[config.mk]
export PLATFORM = sky130hd
export DESIGN_NAME = weight_divide_flat
export DESIGN_NICKNAME = d
export VERILOG_FILES = /design/src/rtl/weight_div_pkg.sv /design/src/rtl/weight_divide_if.sv /design/src/rtl/weight_divide_udiv_seq.sv /design/src/rtl/weight_divide.sv /design/src/flat_wrapper.sv
export SDC_FILE = /design/constraint.sdc
export NUM_CORES = 1
export LEC_CHECK = 0
export ABC_AREA = 0
export ABC_CLOCK_PERIOD_IN_PS = 7700
export BUFFER_PORTS_ARGS = -buffer_cell sky130_fd_sc_hd__buf_2
export CORE_AREA = 2 2 171 206
export CTS_CLUSTER_DIAMETER = 100
export DETAILED_ROUTE_END_ITERATION = 8
export DIE_AREA = 0 0 173 208
export SYNTH_ARGS = -nofsm -noshare
export SYNTH_HDL_FRONTEND = slang
export SYNTH_SLANG_ARGS = --single-unit
[constraint.sdc]
create_clock -name clk -period 7.7 [get_ports clk]
set_input_delay 1.155 -clock clk [delete_from_list [all_inputs] [get_ports clk]]
set_output_delay 1.155 -clock clk [all_outputs]
set_load 0.05 [all_outputs]
[src/rtl/weight_div_pkg.sv]
// ----------------------------------------------------------------------------
// weight_div_pkg
// Shared constants and types for the weight de-normalisation divider.
//   DATA_W   : dividend / quotient width (signed)
//   WEIGHT_W : weight width (signed milli-units, scale 1000)
//   SCALE    : weight scale factor (1000), SCALE_W bits wide
//   NUM_W    : width of the scaled numerator |dividend| * SCALE
//   CNT_W    : width of the divider iteration counter
//   state_t  : controller states
// ----------------------------------------------------------------------------
package weight_div_pkg;

    localparam int DATA_W   = 32;
    localparam int WEIGHT_W = 10;
    localparam int SCALE    = 1000;
    localparam int SCALE_W  = 10;
    localparam int NUM_W    = DATA_W + SCALE_W;
    localparam int CNT_W    = $clog2(NUM_W);

    typedef enum logic [1:0] {
        IDLE = 2'd0,
        LOAD = 2'd1,
        DIV  = 2'd2,
        DONE = 2'd3
    } state_t;

endpackage

[src/rtl/weight_divide_if.sv]
// ----------------------------------------------------------------------------
// weight_divide_if
// Start/done request interface of the weight divider.
//   start    : request, sampled only while the divider is idle
//   dividend : signed numerator, sampled with start
//   weight   : signed divisor in milli-units, sampled with start
//   busy     : operation in flight (LOAD through DONE)
//   done     : one-cycle result strobe
//   quotient : signed saturated result, held until the next done
//   ovf      : result saturated
//   div_zero : weight was zero
// master drives the request, slave is the divider.
// ----------------------------------------------------------------------------
interface weight_divide_if;
    import weight_div_pkg::*;

    logic                       start;
    logic signed [DATA_W-1:0]   dividend;
    logic signed [WEIGHT_W-1:0] weight;
    logic                       busy;
    logic                       done;
    logic signed [DATA_W-1:0]   quotient;
    logic                       ovf;
    logic                       div_zero;

    modport master (
        output start, dividend, weight,
        input  busy, done, quotient, ovf, div_zero
    );

    modport slave (
        input  start, dividend, weight,
        output busy, done, quotient, ovf, div_zero
    );

endinterface

[src/rtl/weight_divide_udiv_seq.sv]
// ----------------------------------------------------------------------------
// udiv_seq
// Unsigned NUM_W / WEIGHT_W restoring divider, one quotient bit per step.
//   clk, rst : clock, synchronous active-high reset
//   load     : capture num/den, clear remainder, counter = NUM_W-1
//   step     : perform one restoring iteration (MSB first)
//   num, den : unsigned numerator / non-zero divisor
//   quo_next : quotient as it will stand after the current step
//   last     : the current step is the final one
// ----------------------------------------------------------------------------
module udiv_seq
    import weight_div_pkg::*;
(
    input  logic                clk,
    input  logic                rst,
    input  logic                load,
    input  logic                step,
    input  logic [NUM_W-1:0]    num,
    input  logic [WEIGHT_W-1:0] den,
    output logic [NUM_W-1:0]    quo_next,
    output logic                last
);

    // The numerator register doubles as the quotient register: numerator
    // bits leave at the MSB while quotient bits enter at the LSB.
    logic [NUM_W-1:0]    acc_q;
    logic [WEIGHT_W-1:0] den_q;
    logic [WEIGHT_W-1:0] rem_q;
    logic [CNT_W-1:0]    cnt_q;

    logic [WEIGHT_W:0]   rem_sh;
    logic [WEIGHT_W:0]   rem_diff;
    logic                fits;

    // rem_q < den_q <= 2^(WEIGHT_W-1), so rem_sh never reaches 2^WEIGHT_W and
    // the top bit of the difference is a clean borrow.
    always_comb begin
        rem_sh   = {rem_q, acc_q[NUM_W-1]};
        rem_diff = rem_sh - {1'b0, den_q};
        fits     = ~rem_diff[WEIGHT_W];
        quo_next = {acc_q[NUM_W-2:0], fits};
    end

    assign last = (cnt_q == '0);

    always_ff @(posedge clk) begin
        if (rst) begin
            acc_q <= '0;
            den_q <= '0;
            rem_q <= '0;
            cnt_q <= '0;
        end else if (load) begin
            acc_q <= num;
            den_q <= den;
            rem_q <= '0;
            cnt_q <= CNT_W'(NUM_W - 1);
        end else if (step) begin
            acc_q <= quo_next;
            rem_q <= fits ? rem_diff[WEIGHT_W-1:0] : rem_sh[WEIGHT_W-1:0];
            if (!last) begin
                cnt_q <= cnt_q - 1'b1;
            end
        end
    end

endmodule

[src/rtl/weight_divide.sv]
// ----------------------------------------------------------------------------
// weight_divide
// Signed divider computing trunc(dividend * 1000 / weight) with saturation,
// used to undo hidden-layer weight scaling.
//   clk, rst : clock, synchronous active-high reset
//   io       : weight_divide_if slave (start/dividend/weight in,
//              busy/done/quotient/ovf/div_zero out)
//
// state | meaning
// ------+---------------------------------------------------------------
// IDLE  | waiting for start; operands captured on acceptance
// LOAD  | magnitudes, sign and x1000 numerator formed; zero weight trapped
// DIV   | one restoring step per cycle, NUM_W steps
// DONE  | done strobe; signed, saturated result presented
// ----------------------------------------------------------------------------
module weight_divide
    import weight_div_pkg::*;
(
    input  logic            clk,
    input  logic            rst,
    weight_divide_if.slave  io
);

    localparam logic [DATA_W-1:0] Q_MAX = {1'b0, {(DATA_W-1){1'b1}}};
    localparam logic [DATA_W-1:0] Q_MIN = {1'b1, {(DATA_W-1){1'b0}}};

    state_t                     state_q;
    state_t                     state_next;

    logic signed [DATA_W-1:0]   dividend_q;
    logic signed [WEIGHT_W-1:0] weight_q;
    logic                       sign_q;
    logic [DATA_W-1:0]          quotient_q;
    logic                       ovf_q;
    logic                       div_zero_q;

    logic [DATA_W-1:0]          mag_d;
    logic [WEIGHT_W-1:0]        mag_w;
    logic [NUM_W-1:0]           num_scaled;

    logic                       div_load;
    logic                       div_step;
    logic [NUM_W-1:0]           quo_next;
    logic                       div_last;

    logic [DATA_W-1:0]          sat_q;
    logic                       sat_ovf;

    // Unsigned magnitudes: the most negative values map onto 2^(W-1).
    always_comb begin
        mag_d      = dividend_q[DATA_W-1] ? DATA_W'(-dividend_q) : DATA_W'(dividend_q);
        mag_w      = weight_q[WEIGHT_W-1] ? WEIGHT_W'(-weight_q) : WEIGHT_W'(weight_q);
        num_scaled = NUM_W'(mag_d) * NUM_W'(SCALE);
    end

    udiv_seq u_div (
        .clk      (clk),
        .rst      (rst),
        .load     (div_load),
        .step     (div_step),
        .num      (num_scaled),
        .den      (mag_w),
        .quo_next (quo_next),
        .last     (div_last)
    );

    // Sign and saturation act on the final-step quotient so the result lands
    // on the same edge that enters DONE.
    always_comb begin
        sat_q   = '0;
        sat_ovf = 1'b0;
        if (!sign_q) begin
            sat_ovf = (quo_next > NUM_W'(Q_MAX));
            sat_q   = sat_ovf ? Q_MAX : quo_next[DATA_W-1:0];
        end else begin
            sat_ovf = (quo_next > NUM_W'(Q_MIN));
            sat_q   = sat_ovf ? Q_MIN : DATA_W'(-quo_next[DATA_W-1:0]);
        end
    end

    always_comb begin
        state_next = state_q;
        div_load   = 1'b0;
        div_step   = 1'b0;
        case (state_q)
            IDLE: begin
                if (io.start) begin
                    state_next = LOAD;
                end
            end
            LOAD: begin
                if (weight_q == '0) begin
                    state_next = DONE;
                end else begin
                    div_load   = 1'b1;
                    state_next = DIV;
                end
            end
            DIV: begin
                div_step = 1'b1;
                if (div_last) begin
                    state_next = DONE;
                end
            end
            DONE: begin
                state_next = IDLE;
            end
            default: begin
                state_next = IDLE;
            end
        endcase
    end

    always_ff @(posedge clk) begin
        if (rst) begin
            state_q    <= IDLE;
            dividend_q <= '0;
            weight_q   <= '0;
            sign_q     <= 1'b0;
            quotient_q <= '0;
            ovf_q      <= 1'b0;
            div_zero_q <= 1'b0;
        end else begin
            state_q <= state_next;
            if (state_q == IDLE && io.start) begin
                dividend_q <= io.dividend;
                weight_q   <= io.weight;
                ovf_q      <= 1'b0;
                div_zero_q <= 1'b0;
            end
            if (state_q == LOAD) begin
                sign_q <= dividend_q[DATA_W-1] ^ weight_q[WEIGHT_W-1];
                if (weight_q == '0) begin
                    quotient_q <= dividend_q[DATA_W-1] ? Q_MIN : Q_MAX;
                    ovf_q      <= 1'b0;
                    div_zero_q <= 1'b1;
                end
            end
            if (state_q == DIV && div_last) begin
                quotient_q <= sat_q;
                ovf_q      <= sat_ovf;
            end
        end
    end

    assign io.busy     = (state_q != IDLE);
    assign io.done     = (state_q == DONE);
    assign io.quotient = quotient_q;
    assign io.ovf      = ovf_q;
    assign io.div_zero = div_zero_q;

endmodule

[src/flat_wrapper.sv]
// flat-port wrapper written by rule: the top's interface ports become plain ports
module weight_divide_flat import weight_div_pkg::*;
  (clk, rst, io_start, io_dividend, io_weight, io_busy, io_done, io_quotient, io_ovf, io_div_zero);
  weight_divide_if io_i ();
  input  logic clk;
  input  logic rst;
  input wire logic [$bits(io_i.start)-1:0] io_start;
  input wire logic [$bits(io_i.dividend)-1:0] io_dividend;
  input wire logic [$bits(io_i.weight)-1:0] io_weight;
  output wire logic [$bits(io_i.busy)-1:0] io_busy;
  output wire logic [$bits(io_i.done)-1:0] io_done;
  output wire logic [$bits(io_i.quotient)-1:0] io_quotient;
  output wire logic [$bits(io_i.ovf)-1:0] io_ovf;
  output wire logic [$bits(io_i.div_zero)-1:0] io_div_zero;
  assign io_i.start = io_start;
  assign io_i.dividend = io_dividend;
  assign io_i.weight = io_weight;
  assign io_busy = io_i.busy;
  assign io_done = io_i.done;
  assign io_quotient = io_i.quotient;
  assign io_ovf = io_i.ovf;
  assign io_div_zero = io_i.div_zero;
  weight_divide u_core (.clk(clk), .rst(rst), .io(io_i));
endmodule
==> flow_summary.json, run 1 <==
{
  "synthesis.yosys.warnings": 0,
  "timing.final.crit_period_ps": 7310,
  "worst_slew_margin_rel_pct": 25.8,
  "io_buffer_count": 80,
  "cts_num_sinks": 147,
  "fin_nets": 1929,
  "final_min_period_over_clock_period_pct": 94.9,
  "cap_viol_max_count": 0,
  "routed_wl_mm": 32.7,
  "fin_skew_ps": 11.5,
  "antenna_found_initial": 0,
  "pin_count": 81,
  "cell_count_after_synthesis": 1640,
  "worst-slew-pin-transition_ps": 1110,
  "vias_per_cell": 5.29,
  "ctsRootBufferMaster": "sky130_fd_sc_hd__clkbuf_16",
  "drt_iter0_drc": 748,
  "layout-drive-gt1-share_pct": 11.3,
  "first_pass_grt_wire_length_mm": 54.5,
  "synth_edf_count": 0,
  "detailed_place_hpwl_mm": 24.5,
  "syn_nets": 1877,
  "grt_pass1_vias": 11168,
  "globalplace.congestion": 0.875,
  "synth.yosys.seq_area_share_pct": 21.9,
  "path_clk_slew_ps": 70,
  "hold_class": "reg2reg",
  "outcome": "finished clean",
  "kind_of_capture_point_of_the_worst_setup_path": "flop",
  "arrival_ps": 7640,
  "floorplan.die.height_um": 208,
  "setup.worst_path.class": "reg2reg",
  "timing.critical_path.fanout_max": 6,
  "r2r_setup_slk_ps": 390,
  "dieWidth_um": 173,
  "drt_pre_antenna_iters": 6,
  "cts-htree-levels": 4,
  "via_count": 11433,
  "setup.worst_path.start_class": "flop",
  "postRouteAntennaNets": 0,
  "drc": 0,
  "finalMaxSlewViolations": 0,
  "core.rowCount": 74,
  "synth-seq-cells": 147,
  "clock_latency_ps": 430,
  "clk_path_buf_depth": 2,
  "setup-violations-final": 0,
  "syn_to_final_growth_pct": 11.4,
  "grt_usage_pct": 18.1,
  "netlist-cell-type-count": 71,
  "ys.flop_type": "sky130_fd_sc_hd__dfxtp_1",
  "initial_core_util_pct": 39.6,
  "core_area_um2": 33900,
  "dieArea_um2": 36000,
  "syn-cell-area_um2": 13400,
  "cts.hold.buffers_added": 0,
  "ys_async_sr_fraction_pct": 0,
  "tritoncts": "yes",
  "largest_net_degree_at_the_start_of_global_routing": 99,
  "synthesis.area_per_instance_um2": 8.19,
  "detail_route.wl_per_cell_um": 15.1,
  "cts_buffers": 17,
  "n_antenna_cell": 0,
  "fin_setup_tns_ps": 0,
  "grt-ovfl-total": 0,
  "rsz0062_at_grt": "no",
  "report.final.hold_viol_count": 0,
  "worst_ep_required_time_ps": 8030,
  "fmax_mhz": 137
}
## cell usage after synthesis (14+ instances only)
cell                       number  area share, %
sky130_fd_sc_hd__nand2_1      172            4.8
sky130_fd_sc_hd__inv_1        156            4.4
sky130_fd_sc_hd__dfxtp_1      147             22
sky130_fd_sc_hd__a21oi_1      129            4.8
sky130_fd_sc_hd__nor2_1       117            3.3
sky130_fd_sc_hd__fa_1          99             15
sky130_fd_sc_hd__ha_1          93            8.7
sky130_fd_sc_hd__o21ai_0       91            3.4
sky130_fd_sc_hd__clkbuf_1      69            1.9
sky130_fd_sc_hd__a211oi_1      67            3.7
sky130_fd_sc_hd__xnor2_1       66            4.3
sky130_fd_sc_hd__mux2i_1       42            3.1
sky130_fd_sc_hd__xor2_1        36            2.3
sky130_fd_sc_hd__nor3_1        32            1.2
sky130_fd_sc_hd__nand2b_1      22            1.0
sky130_fd_sc_hd__nand3_1       21           0.78
sky130_fd_sc_hd__o21a_1        19            1.1
sky130_fd_sc_hd__a21o_1        18            1.0
sky130_fd_sc_hd__nor2b_1       15           0.70
sky130_fd_sc_hd__or2_2         15           0.70
sky130_fd_sc_hd__or3_1         14           0.65
## layer usage
layer	GRT usage [%]	share of wire [%]
met1	24.1	48
met2	30.5	47
met3	2.34	3.3
met4	5.64	1.5
met5	0	0
## flip-flops by register name, summed over array words and instances, names as in the netlist
| name | count |
|---|---|
| u_core.dividend_q | 32 |
| u_core.io.div_zero | 1 |
| u_core.io.ovf | 1 |
| u_core.io.quotient | 32 |
| u_core.sign_q | 1 |
| u_core.state_q | 2 |
| u_core.u_div.acc_q | 42 |
| u_core.u_div.cnt_q | 6 |
| u_core.u_div.den_q | 10 |
| u_core.u_div.rem_q | 10 |
| u_core.weight_q | 10 |
## metrics by stage
| step | setup WS (ps) | util (%) | hold slack, ps | std cells | area, um^2 |
|---|---|---|---|---|---|
| 2_1_floorplan | 737 | - | 440 | 1640 | 13400 |
| 3_3_place_gp | 297 | 42.3 | 442 | 2125 | 14300 |
| 3_5_place_dp | 127 | 42.3 | 443 | 2125 | 14300 |
| 4_1_cts | 105 | 44.0 | 453 | 2157 | 14900 |
| 5_1_grt | 16.6 | 44.2 | 483 | 2161 | 15000 |
| 6_report | 390 | 44.2 | 452 | 2161 | 15000 |
## repair_timing
action                                  in CTS  in global routing
buffers inserted                             0                  4
gates resized for setup                      0                  8
endpoints found under the setup margin       0                  7
endpoints found under the hold margin        0                  0
## worst max-delay path: stages (launching register included)
cell,delay [ps]
sky130_fd_sc_hd__dfxtp_1,360
sky130_fd_sc_hd__or3_4,410
sky130_fd_sc_hd__or4_4,450
sky130_fd_sc_hd__or3_4,400
sky130_fd_sc_hd__or2_1,270
sky130_fd_sc_hd__or4_4,450
sky130_fd_sc_hd__or4_4,510
sky130_fd_sc_hd__nand2_1,100
sky130_fd_sc_hd__xnor2_1,140
sky130_fd_sc_hd__fa_1,560
sky130_fd_sc_hd__inv_1,50
sky130_fd_sc_hd__fa_1,500
sky130_fd_sc_hd__inv_1,50
sky130_fd_sc_hd__fa_1,490
sky130_fd_sc_hd__inv_1,50
sky130_fd_sc_hd__fa_1,490
sky130_fd_sc_hd__inv_1,40
sky130_fd_sc_hd__ha_1,360
sky130_fd_sc_hd__and3_1,230
sky130_fd_sc_hd__o311a_1,130
sky130_fd_sc_hd__a211oi_2,230
sky130_fd_sc_hd__o21ai_2,120
sky130_fd_sc_hd__a21o_1,190
sky130_fd_sc_hd__a21oi_1,210
sky130_fd_sc_hd__o31ai_1,100
sky130_fd_sc_hd__a221oi_1,290
## layout by cell type (no fill, tap or decap), drive strengths merged, types with 12 or more instances in the layout
master  instances
o21ai          93
a21o           18
nand2         172
a211oi         67
nand2b         22
and3           13
or4            12
nor3           32
buf           112
clkbuf         18
or2            16
fa             99
inv           165
or3            16
ha             93
nor2          117
a21oi         129
mux2i          42
nor4           13
dfxtp         147
nand3          21
xnor2          66
o21a           19
nor2b          15
xor2           38
## kinds of logic after synthesis
family | count (synthesis) | synth area share (%)
multiplexers | 45 | 3.38
buffers and inverters | 237 | 6.62
AO/OA/AOI/OAI | 421 | 19.9
AND/OR/NAND/NOR | 490 | 17.6
adder cells (fa/ha/maj) | 196 | 23.7
XOR/XNOR | 104 | 6.89
flip-flops | 147 | 21.9
## final cells by class
cell class              count  area (um^2)
repair buffers            112          643
multi-input cells        1256         9660
flip-flops and latches    147         2940
clock inverters            14          121
fillers                  3484        18900
inverters                 158          593
well taps                 456          571
clock buffers              18          439
## path summary, 6_finish.rpt
check | startpoint | end | cells after the start
max | u_core.dividend_q[2] | u_core.u_div.acc_q[39] | 25
min | u_core.io.div_zero | u_core.io.div_zero | 2
max reg2reg | u_core.dividend_q[2] | u_core.u_div.acc_q[39] | 25
min reg2reg | u_core.io.div_zero | u_core.io.div_zero | 2
Power of run 1 is left out: the tool's default activity adds up to more than one toggle a clock period on the data nets, which glitch-free logic cannot reach.
==> run 2: changes to the inputs <==
--- a/config.mk
+++ b/config.mk
@@ -12,6 +12,7 @@
 export CTS_CLUSTER_DIAMETER = 100
 export DETAILED_ROUTE_END_ITERATION = 8
 export DIE_AREA = 0 0 173 208
+export PLACE_DENSITY = 0.61
 export SYNTH_ARGS = -nofsm -noshare
 export SYNTH_HDL_FRONTEND = slang
 export SYNTH_SLANG_ARGS = --single-unit
==> flow_summary.json, run 2 (synthesized netlist as in run 1, its figures left out) <==
{
  "globalplace.congestion": 0.874,
  "worst_r2r_startpoint": "u_core.dividend_q[2]",
  "layout-drive-gt1-share_pct": 11.2,
  "drt_pre_antenna_iters": 5,
  "arrival_ps": 7630,
  "final.fill_count": 3440,
  "critPathMostFrequentCell": "sky130_fd_sc_hd__inv_1",
  "postRouteAntennaNets": 0,
  "top_layer_used": "met4",
  "grt_pass1_vias": 11204,
  "path_clk_slew_ps": 70,
  "detailed_place_hpwl_mm": 24.3,
  "initial_core_util_pct": 39.6,
  "setup-violations-final": 0,
  "ctsRootBufferMaster": "sky130_fd_sc_hd__clkbuf_16",
  "routed_wl_mm": 32.4,
  "worst-slew-pin-transition_ps": 1020,
  "tritoncts": "yes",
  "clock_latency_ps": 440,
  "grt-ovfl-total": 0,
  "report.final.hold_viol_count": 0,
  "cts_buffers": 17,
  "final_min_period_over_clock_period_pct": 94.7,
  "grt_usage_pct": 18.2,
  "drt_iter0_drc": 721,
  "worstHoldStart": "u_core.io.div_zero",
  "cap_viol_max_count": 0,
  "kind_of_capture_point_of_the_worst_setup_path": "flop",
  "antenna_found_initial": 0,
  "hold_class": "reg2reg",
  "largest_net_degree_at_the_start_of_global_routing": 77,
  "fin_setup_tns_ps": 0,
  "fin_nets": 1926,
  "worst-path-buf-inv": 4,
  "worst_ep_required_time_ps": 8040,
  "syn_to_final_growth_pct": 11.7,
  "ff2ff_path_depth": 25,
  "critical-path-max-stage-delay_ps": 530,
  "critical_path_depth": 25,
  "clk_path_buf_depth": 2,
  "finalMaxSlewViolations": 0,
  "largest-register": "u_core.u_div.acc_q",
  "floorplan.die.height_um": 208,
  "via_count": 11395,
  "met2_layer_wire_length_in_the_routed_design_mm": 15.1,
  "core.rowCount": 74,
  "cts_num_sinks": 147,
  "fmax_mhz": 137,
  "holdPathStages": 2,
  "vias_per_cell": 5.28,
  "detail_route.wl_per_cell_um": 15.0,
  "setup.worst_path.class": "reg2reg",
  "core_area_um2": 33900,
  "layout.cells.most_common": "sky130_fd_sc_hd__nand2_1",
  "fin_skew_ps": 11.2,
  "timing.critical_path.fanout_max": 6,
  "pin_count": 81,
  "cts-htree-levels": 4,
  "detail_route.wirelength.met1_mm": 15.6,
  "drc": 0,
  "dr_wl_met3_mm": 1.06,
  "critical_path_source": "u_core.dividend_q[2]",
  "dieWidth_um": 173,
  "layout_common_cells": "171 x sky130_fd_sc_hd__nand2_1, 156 x sky130_fd_sc_hd__inv_1, 147 x sky130_fd_sc_hd__dfxtp_1",
  "rsz0062_at_grt": "no",
  "path_delay_family": "simple AND/OR/NAND/NOR gates",
  "timing.final.crit_period_ps": 7290,
  "worst_slew_margin_rel_pct": 31.9,
  "flip_flop_count_of_the_largest_register_after_layout": 42,
  "dieArea_um2": 36000,
  "n_antenna_cell": 0,
  "first_pass_grt_wire_length_mm": 55.2,
  "timing.critical_path.slowest_stage_cell": "sky130_fd_sc_hd__fa_1",
  "setup.worst_path.start_class": "flop",
  "io_buffer_count": 80,
  "outcome": "finished clean"
}
-- run 2: path summary, 6_finish.rpt --
kind	slack, ps	end
hold / removal	470	u_core.io.div_zero
setup reg to reg	410	u_core.u_div.acc_q[41]
hold reg to reg	470	u_core.io.div_zero
setup / recovery	410	u_core.u_div.acc_q[41]
-- run 2: cell type report --
cell class / count / area, um^2 / area share (%)
clock buffers: 18 / 439 / 2.93
inverters: 158 / 593 / 3.95
clock inverters: 14 / 190 / 1.27
well taps: 456 / 571 / 3.80
multi-input cells: 1256 / 9650 / 64.3
repair buffers: 109 / 621 / 4.13
flip-flops and latches: 147 / 2940 / 19.6
-- run 2: what timing repair did --
item | 4_1_cts | 5_1_grt
endpoints found under the setup margin | 0 | 7
resized for setup | 0 | 8
buffers inserted | 0 | 2
hold buffers | 0 | 0
-- run 2: layer usage --
layer | track usage, % | vias to the layer above
li1 | - | 5773
met1 | 24.3 | 5367
met2 | 30.4 | 212
met3 | 2.61 | 43
met4 | 5.79 | 0
met5 | 0 | -
-- run 2: worst register-to-register path: cells and delay by family, from the launching register on --
family                     cells  cell delay (ps)
adders and majority gates      5             2080
AOI/OAI and AO/OA              7             1370
DFF                            1              350
xor gates and xnor gates       2              470
and+or+nand+nor                7             2720
buffers and inverters          4              190
-- run 2: per-stage QoR --
| stage | instance area [um^2] | setup slack (ps) | hold WS [ps] | std cells | util (%) |
|---|---|---|---|---|---|
| after floorplan | 13400 | 737 | 440 | 1640 | - |
| after global placement | 14300 | 300 | 444 | 2124 | 42.3 |
| after detailed placement | 14300 | 182 | 457 | 2124 | 42.3 |
| after CTS | 15000 | 154 | 467 | 2156 | 44.1 |
| after global routing | 15000 | 35.5 | 496 | 2158 | 44.3 |
| final | 15000 | 411 | 465 | 2158 | 44.3 |
Power of run 2 is left out for the same reason.
==> run 3: changes to the inputs <==
--- a/config.mk
+++ b/config.mk
@@ -8,11 +8,12 @@
 export ABC_AREA = 0
 export ABC_CLOCK_PERIOD_IN_PS = 7700
 export BUFFER_PORTS_ARGS = -buffer_cell sky130_fd_sc_hd__buf_2
-export CORE_AREA = 2 2 171 206
+export CAP_MARGIN = 20
+export CORE_AREA = 2 2 197 237
 export CTS_CLUSTER_DIAMETER = 100
 export DETAILED_ROUTE_END_ITERATION = 8
-export DIE_AREA = 0 0 173 208
-export PLACE_DENSITY = 0.61
+export DIE_AREA = 0 0 199 239
+export PLACE_DENSITY = 0.5
 export SYNTH_ARGS = -nofsm -noshare
 export SYNTH_HDL_FRONTEND = slang
 export SYNTH_SLANG_ARGS = --single-unit
==> flow_summary.json, run 3 (synthesized netlist as in run 1, its figures left out) <==
{
  "vias_per_cell": 4.97,
  "dieWidth_um": 199,
  "cts-resized-gates": 0,
  "core.rowCount": 86,
  "postRouteAntennaNets": 0,
  "path_clk_slew_ps": 70,
  "syn_to_final_growth_pct": 12.9,
  "tritoncts": "yes",
  "layout-drive-gt1-share_pct": 11.0,
  "cts_num_sinks": 147,
  "arrival_ps": 7720,
  "kind_of_capture_point_of_the_worst_setup_path": "flop",
  "initial_core_util_pct": 29.5,
  "clk_path_buf_depth": 2,
  "core_area_um2": 45500,
  "globalplace.congestion": 0.838,
  "antenna_found_initial": 0,
  "cts.hold.buffers_added": 0,
  "routed_wl_mm": 35.4,
  "layout_common_cells": "171 x sky130_fd_sc_hd__nand2_1, 156 x sky130_fd_sc_hd__inv_1, 147 x sky130_fd_sc_hd__dfxtp_1",
  "worst-slew-pin-transition_ps": 955,
  "setup.worst_path.start_class": "flop",
  "setup-violations-final": 0,
  "detailed_place_hpwl_mm": 27.0,
  "via_count": 11520,
  "final_min_period_over_clock_period_pct": 95.7,
  "pin_count": 81,
  "drt_pre_antenna_iters": 5,
  "fin_setup_tns_ps": 0,
  "cap_viol_max_count": 0,
  "clock_latency_ps": 460,
  "drc": 0,
  "cts-htree-levels": 4,
  "drt_iter0_drc": 550,
  "grt_pass1_vias": 11417,
  "regArea_um2": 2940,
  "rsz0062_at_grt": "no",
  "grt-ovfl-total": 0,
  "first_pass_grt_wire_length_mm": 59.1,
  "io_buffer_count": 80,
  "largest_net_degree_at_the_start_of_global_routing": 77,
  "dieArea_um2": 47600,
  "multi_input_area_um2": 9630,
  "ctsRootBufferMaster": "sky130_fd_sc_hd__clkbuf_16",
  "report.final.hold_viol_count": 0,
  "worst_ep_required_time_ps": 8060,
  "layout.cells.most_common": "sky130_fd_sc_hd__nand2_1",
  "worst_slew_margin_rel_pct": 36.2,
  "fin_nets": 1928,
  "final.fill_count": 4784,
  "timing.critical_path.fanout_max": 6,
  "detail_route.wl_per_cell_um": 15.3,
  "grt_usage_pct": 15.4,
  "n_antenna_cell": 0,
  "floorplan.die.height_um": 239,
  "fmax_mhz": 136,
  "hold_class": "reg2reg",
  "flip_flop_count_of_the_largest_register_after_layout": 42,
  "largest-register": "u_core.u_div.acc_q",
  "timing.final.crit_period_ps": 7370,
  "cts_setup_buffers": 0,
  "finalMaxSlewViolations": 0,
  "cts_buffers": 17,
  "setup.worst_path.class": "reg2reg",
  "outcome": "finished clean",
  "fin_skew_ps": 13.6
}
[run 3: changes by cell type in the layout (fill, tap and decap cells not counted), sizes merged]
| cell | delta |
|---|---|
| clkinvlp | +4 |
| bufinv | -1 |
| clkinv | -1 |
| buf | +2 |
| inv | -3 |
| clkbuf | +1 |
[run 3: per-layer routing]
metal | wire, um | GRT usage (%)
met1 | 16500 | 20.0
met2 | 17100 | 26.3
met3 | 1130 | 2.29
met4 | 711 | 4.88
met5 | 0 | 0
[run 3: path summary, 6_finish.rpt]
check	to	slack, ps	depth (start not counted)	startpoint
max reg2reg	u_core.u_div.acc_q[41]	330	25	u_core.dividend_q[2]
max	u_core.u_div.acc_q[41]	330	25	u_core.dividend_q[2]
min reg2reg	u_core.io.div_zero	460	2	u_core.io.div_zero
min	u_core.io.div_zero	460	2	u_core.io.div_zero
[run 3: through the flow]
stage | area, um^2 | worst slack [ps] | std cells | util (%) | hold slack, ps
after floorplan | 13400 | 737 | 1640 | - | 440
after global placement | 14600 | 246 | 2288 | 32.0 | 444
after detailed placement | 14600 | 146 | 2288 | 32.0 | 465
after CTS | 15100 | 99.9 | 2320 | 33.3 | 474
after global routing | 15200 | 4.95 | 2320 | 33.3 | 503
final | 15200 | 334 | 2320 | 33.3 | 463
[run 3: final cells by class]
class                           instances  share of cell area, %
Multi-Input combinational cell       1256                   63.5
Sequential cell                       147                   19.4
Tap cell                              616                   5.08
Timing Repair Buffer                  111                   4.19
Inverter                              158                   3.91
Clock buffer                           19                   2.92
Clock inverter                         13                  0.982
[run 3: critical path: stages (launching register included)]
cell and delay [ps]:
sky130_fd_sc_hd__dfxtp_1 360, sky130_fd_sc_hd__or3_4 410, sky130_fd_sc_hd__or4_4 450, sky130_fd_sc_hd__or3_4 400, sky130_fd_sc_hd__or2_1 290, sky130_fd_sc_hd__or4_4 470, sky130_fd_sc_hd__or4_4 510, sky130_fd_sc_hd__nand2_1 100
sky130_fd_sc_hd__xnor2_1 140, sky130_fd_sc_hd__fa_1 580, sky130_fd_sc_hd__inv_1 60, sky130_fd_sc_hd__fa_1 500, sky130_fd_sc_hd__inv_1 50, sky130_fd_sc_hd__fa_1 500, sky130_fd_sc_hd__inv_1 50, sky130_fd_sc_hd__fa_1 500
sky130_fd_sc_hd__inv_1 50, sky130_fd_sc_hd__ha_2 320, sky130_fd_sc_hd__and3_1 210, sky130_fd_sc_hd__o311a_1 130, sky130_fd_sc_hd__a211oi_1 280, sky130_fd_sc_hd__o21ai_2 150, sky130_fd_sc_hd__a211oi_2 260, sky130_fd_sc_hd__o21ai_0 150
sky130_fd_sc_hd__xnor2_1 140, sky130_fd_sc_hd__a211oi_1 220
Power of run 3 is left out for the same reason.
